## src/rtl/mini_mips_core.sv

```systemverilog
// Multi-cycle ADDIU/ADDU/SUBU engine: FETCH/DECODE/EXEC/WB, halts after PROG_LEN instructions.
// Define MINI_MIPS_ILLEGAL_TRAP_EN to trap unrecognised instructions instead of treating them as NOPs.
module mini_mips_core #(
    parameter int PROG_LEN = 7,
    parameter int PC_W     = 3
) (
    input  logic            clk,
    input  logic            reset,
    output logic [PC_W-1:0] pc,
    input  logic [31:0]     instruction,
    input  logic [4:0]      dbg_addr,
    output logic [31:0]     dbg_data,
    output logic [2:0]      state_o,
    output logic            done,
    output logic            illegal
);

    typedef enum logic [2:0] {
        S_FETCH  = 3'd0,
        S_DECODE = 3'd1,
        S_EXEC   = 3'd2,
        S_WB     = 3'd3,
        S_HALT   = 3'd4
    } state_t;

    localparam logic [5:0] OP_RTYPE = 6'b000000;
    localparam logic [5:0] OP_ADDIU = 6'b001001;
    localparam logic [5:0] FN_ADDU  = 6'b100001;
    localparam logic [5:0] FN_SUBU  = 6'b100011;

    state_t      state;
    logic [31:0] ir;
    logic [31:0] opa;
    logic [31:0] opb;
    logic [31:0] res;
    logic [4:0]  dest;
    logic        wen;
    logic        is_sub;
    logic [31:0] regs [0:31];

    logic [5:0]  opcode;
    logic [5:0]  funct;
    logic [4:0]  rs;
    logic [4:0]  rt;
    logic [4:0]  rd;
    logic        is_addiu;
    logic        is_addu;
    logic        is_subu;
    logic        legal;
    logic [31:0] rs_val;
    logic [31:0] rt_val;
    logic [31:0] imm_sext;

    assign opcode   = ir[31:26];
    assign rs       = ir[25:21];
    assign rt       = ir[20:16];
    assign rd       = ir[15:11];
    assign funct    = ir[5:0];
    assign imm_sext = {{16{ir[15]}}, ir[15:0]};

    // NOTE: every always_comb output gets a default first so no path can infer a latch.
    always_comb begin
        is_addiu = 1'b0;
        is_addu  = 1'b0;
        is_subu  = 1'b0;
        if (opcode == OP_ADDIU) begin
            is_addiu = 1'b1;
        end else if (opcode == OP_RTYPE) begin
            is_addu = (funct == FN_ADDU);
            is_subu = (funct == FN_SUBU);
        end
        legal = is_addiu | is_addu | is_subu;
    end

    // Register 0 is never written, but reads are forced to zero explicitly anyway.
    assign rs_val   = (rs == 5'd0) ? 32'd0 : regs[rs];
    assign rt_val   = (rt == 5'd0) ? 32'd0 : regs[rt];
    assign dbg_data = (dbg_addr == 5'd0) ? 32'd0 : regs[dbg_addr];
    assign state_o  = state;

`ifndef MINI_MIPS_ILLEGAL_TRAP_EN
    assign illegal = 1'b0;
`endif

    // NOTE: all sequential state uses non-blocking assignments so every register samples pre-edge values.
    always_ff @(posedge clk) begin
        if (reset) begin
            state  <= S_FETCH;
            pc     <= '0;
            done   <= 1'b0;
            ir     <= '0;
            opa    <= '0;
            opb    <= '0;
            res    <= '0;
            dest   <= '0;
            wen    <= 1'b0;
            is_sub <= 1'b0;
`ifdef MINI_MIPS_ILLEGAL_TRAP_EN
            illegal <= 1'b0;
`endif
            // NOTE: the register file must clear on reset, so it is built from flops rather than a RAM macro.
            for (int i = 0; i < 32; i++) begin
                regs[i[4:0]] <= '0;
            end
        end else begin
            case (state)
                S_FETCH: begin
                    ir    <= instruction;
                    state <= S_DECODE;
                end
                S_DECODE: begin
                    opa    <= rs_val;
                    opb    <= is_addiu ? imm_sext : rt_val;
                    dest   <= is_addiu ? rt : rd;
                    is_sub <= is_subu;
                    wen    <= legal;
`ifdef MINI_MIPS_ILLEGAL_TRAP_EN
                    if (!legal) begin
                        illegal <= 1'b1;
                        done    <= 1'b1;
                        state   <= S_HALT;
                    end else begin
                        state <= S_EXEC;
                    end
`else
                    state <= S_EXEC;
`endif
                end
                S_EXEC: begin
                    res   <= is_sub ? (opa - opb) : (opa + opb);
                    state <= S_WB;
                end
                S_WB: begin
                    if (wen && dest != 5'd0) begin
                        regs[dest] <= res;
                    end
                    if (pc == PC_W'(PROG_LEN - 1)) begin
                        done  <= 1'b1;
                        state <= S_HALT;
                    end else begin
                        pc    <= pc + PC_W'(1);
                        state <= S_FETCH;
                    end
                end
                S_HALT: begin
                    state <= S_HALT;
                end
                default: begin
                    state <= S_FETCH;
                end
            endcase
        end
    end

endmodule
```

## config.mk

```make
export PLATFORM = sky130hd
export DESIGN_NAME = mini_mips_core
export DESIGN_NICKNAME = d
export VERILOG_FILES = /design/src/rtl/mini_mips_core.sv
export SDC_FILE = /design/constraint.sdc
export NUM_CORES = 2
export LEC_CHECK = 0
export CORE_MARGIN = 8
export CORE_UTILIZATION = 30
export CTS_CLUSTER_DIAMETER = 100
export DETAILED_ROUTE_END_ITERATION = 8
export PLACE_DENSITY = 0.41
export SKIP_LAST_GASP = 1
export SLEW_MARGIN = 15
export SYNTH_ARGS = -nofsm -noshare
export SYNTH_HDL_FRONTEND = slang
export SYNTH_SLANG_ARGS = --single-unit
```

## constraint.sdc

```tcl
create_clock -name clk -period 5 [get_ports clk]
set_input_delay 0.75 -clock clk [delete_from_list [all_inputs] [get_ports clk]]
set_output_delay 0.75 -clock clk [all_outputs]
set_load 0.02 [all_outputs]
```

==> results.py <==
metrics = {
    "detailed_routing": {
        "drtAntennaViolNets": 0,
        "post-route-drc-count": 0,
        "drtIter0Drc": 6136,
        "wl_um": 312000,
        "routed-via-count": 46400,
        "first_pass_iters": 5,
        "via_per_inst": 5.88,
        "routedWlPerCell_um": 39.5,
    },
    "pwr": {
        "power.leakage_nw": 27.3,
        "peakVddDrop_uv": 313,
        "totalPowerFinal_mw": 27.8,
        "p_per_area_mw_per_mm2": 343,
    },
    "critical_path": {
        "reg2reg_from": "opb[0]",
        "crit_path_cell_trace": "buf_8, buf_12, buf_12, mux4_2, mux4_2, mux2i_1, buf_4, nor2_1, clkdlybuf4s50_1",
        "slowest_stage": "clkdlybuf4s50_1",
        "worstSetupPathType": "input pin to primary output",
        "path_max_fanout": 33,
        "required_ns": 4.25,
        "cp_top_family": "buffers and inverters",
        "crit_path_end_kind": "primary output",
        "crit_buf_inv": 5,
        "critPathLaunch": "dbg_addr[0]",
        "start_kind": "input pin",
        "critPathArrivalTime_ns": 4.03,
        "max_stage_delay_ns": 0.55,
    },
    "cts": {
        "cts-root-buf": "clkbuf_16",
        "numClockSinks": 1176,
        "clk_latency_ns": 0.82,
        "clk_pin_slew_worst_paths_ns": 0.05,
        "h-tree-depth": 4,
        "cts_buffer_depth": 3,
        "cts_tree": "yes",
        "ctsHoldBuffers": 0,
        "numCtsBuffers": 149,
    },
    "sta": {
        "worstMarginPinSlew_ns": 1.19,
        "finalHoldViolCount": 0,
        "slew_headroom": 0.203,
        "hold_ws_ns": 0.327,
        "drv_slew": 0,
        "max_freq_ghz": 0.209,
        "finalCritPeriodShare": 0.956,
        "rsz0062_at_grt": "false",
        "min_period_ns": 4.78,
        "skew_ns": 0.0356,
        "setup_viol": 0,
    },
    "synth": {
        "synthFlopType": "edfxtp_1",
        "synthArstFlopShare": 0,
        "syn_area_per_cell_um2": 14.9,
        "synth.yosys.seq_area_share": 0.485,
        "synth_seq_cells": 1176,
        "ys_types": 72,
        "ys_warn_count": 0,
        "netlist_area_mm2": 0.0697,
        "yosys.area.top_type": "edfxtp_1",
        "synth_area_leaders": "edfxtp_1 44%, mux4_2 30%, and2_1 8.9%, dfxtp_1 4.4%, clkbuf_1 2.1%",
        "synth-edff-count": 1024,
        "syn_inst": 4671,
        "synth_top_area_share": 0.441,
    },
    "final_layout": {
        "area_delta_synth_final_pct": 16.4,
        "fin_util": 0.350,
        "drive_above_1_share": 0.327,
        "fin_cells": 7891,
        "fin_nets": 4769,
        "fin_area_mm2": 0.0811,
    },
    "floorplanning": {
        "rows": 177,
        "initial_core_util": 0.301,
        "ios": 79,
        "die_area_mm2": 0.248,
        "die_width_um": 498,
        "core_mm2": 0.232,
        "die_h_um": 498,
    },
    "global_routing": {
        "grt_use_total": 0.245,
        "grt_overflow": 0,
        "antenna_found_initial": 46,
        "grt_pass1_vias": 45800,
        "grt_max_degree": 73,
        "grt_pass1_wl_um": 420000,
    },
    "min_path": {
        "holdCritPathClass": "input pin to flop",
        "hp-start": "reset",
    },
    "placed_design": {
        "place_area_mm2": 0.0760,
        "gp_congestion": 0.873,
        "place_inst": 7587,
        "place_hpwl_um": 191000,
        "io_buffers": 77,
    },
    "run_status": {
        "status": "finished, final reports clean",
    },
    "job": {
        "cap_violations": 0,
    },
}
## area by class of cell
type                       count  area, µm²
fill                       22000     151000
multi-input combinational   3007      34600
sequential                  1176      33800
clock buffer                 206       4240
tap                         3043       3810
timing repair buffer         342       3660
clock inverter                67        822
antenna                       31       77.6
inverter                      19       73.8
## report_power, final
group          switching [mW]  internal [mW]
clock                    4.65           6.77
combinational            2.64           2.10
sequential              0.631           11.1
## flip-flops by register name, summed over array words and instances (netlist names), named ones only
| signal | count |
|---|---|
| regs | 1024 |
| ir | 32 |
| opa | 32 |
| opb | 32 |
| res | 32 |
| dest | 5 |
| pc | 3 |
| state_o | 3 |
| done | 1 |
| is_sub | 1 |
| wen | 1 |
## cells in the mapped netlist (4+ instances only)
master,number
mux2_2,53
or4_1,8
xor2_1,8
or3b_2,4
nand2_1,153
a21o_1,20
nand2b_1,4
nor3_1,14
o22ai_1,5
nor4_1,7
nand3_1,23
nor2_1,145
a21boi_0,14
o21bai_1,6
a211oi_1,18
mux2i_1,103
edfxtp_1,1024
xnor2_1,48
mux4_2,924
dfxtp_1,152
a21oi_1,172
o21ai_0,105
a31oi_1,10
nor2b_1,6
nand3b_1,7
inv_1,18
and3_1,9
and2_1,995
o31ai_1,6
o211ai_1,5
buf_1,59
nand4_1,8
clkbuf_1,387
nor3b_1,4
a32o_1,14
buf_2,53
ha_1,34
## routing by layer
layer	part of all wire	track usage	up-vias
met5	0	0	-
met4	0.029	0.0716	0
met3	0.081	0.0467	428
met2	0.47	0.392	2486
met1	0.42	0.340	25000
li1	-	-	18500
## repair_timing
action / CTS / global route
buffers inserted: 0 / 0
resized for setup: 0 / 1
endpoints found under the setup margin: 0 / 1
## cells in the final DEF (no fill, tap or decap), types with 74 or more instances in the layout
master,instances
buf_4,198
edfxtp_1,1024
a21oi_1,172
and2_1,994
nor2_1,111
dfxtp_1,140
mux2i_1,102
mux4_2,924
nand2_1,152
clkbuf_16,157
o21ai_0,74
## cells by family after synthesis
group           after synthesis  share of synthesized area
buf+inv                     520                     0.0291
mux                        1080                      0.322
compound gates              401                     0.0343
xor+xnor                     57                    0.00728
flops                      1176                      0.485
simple gates               1401                      0.116
fa+ha+maj                    35                    0.00640
other cells                   1                  0.0000538
## per-stage QoR
step	setup WS, ns	TNS [ns]
floorplan	0.575	0
global placement	-0.311	-0.311
detailed placement	0.0276	0
CTS	0.0209	0
global route	0.148	0
finish	0.219	0
## path summary, 6_finish.rpt
path / endpoint / slack (ns) / depth (start not counted)
max: dbg_data[9] / 0.22 / 9
min: pc[0] / 0.33 / 2
max reg2reg: res[31] / 0.60 / 18
min reg2reg: done / 0.45 / 2
(Power assumes the default switching activity.)
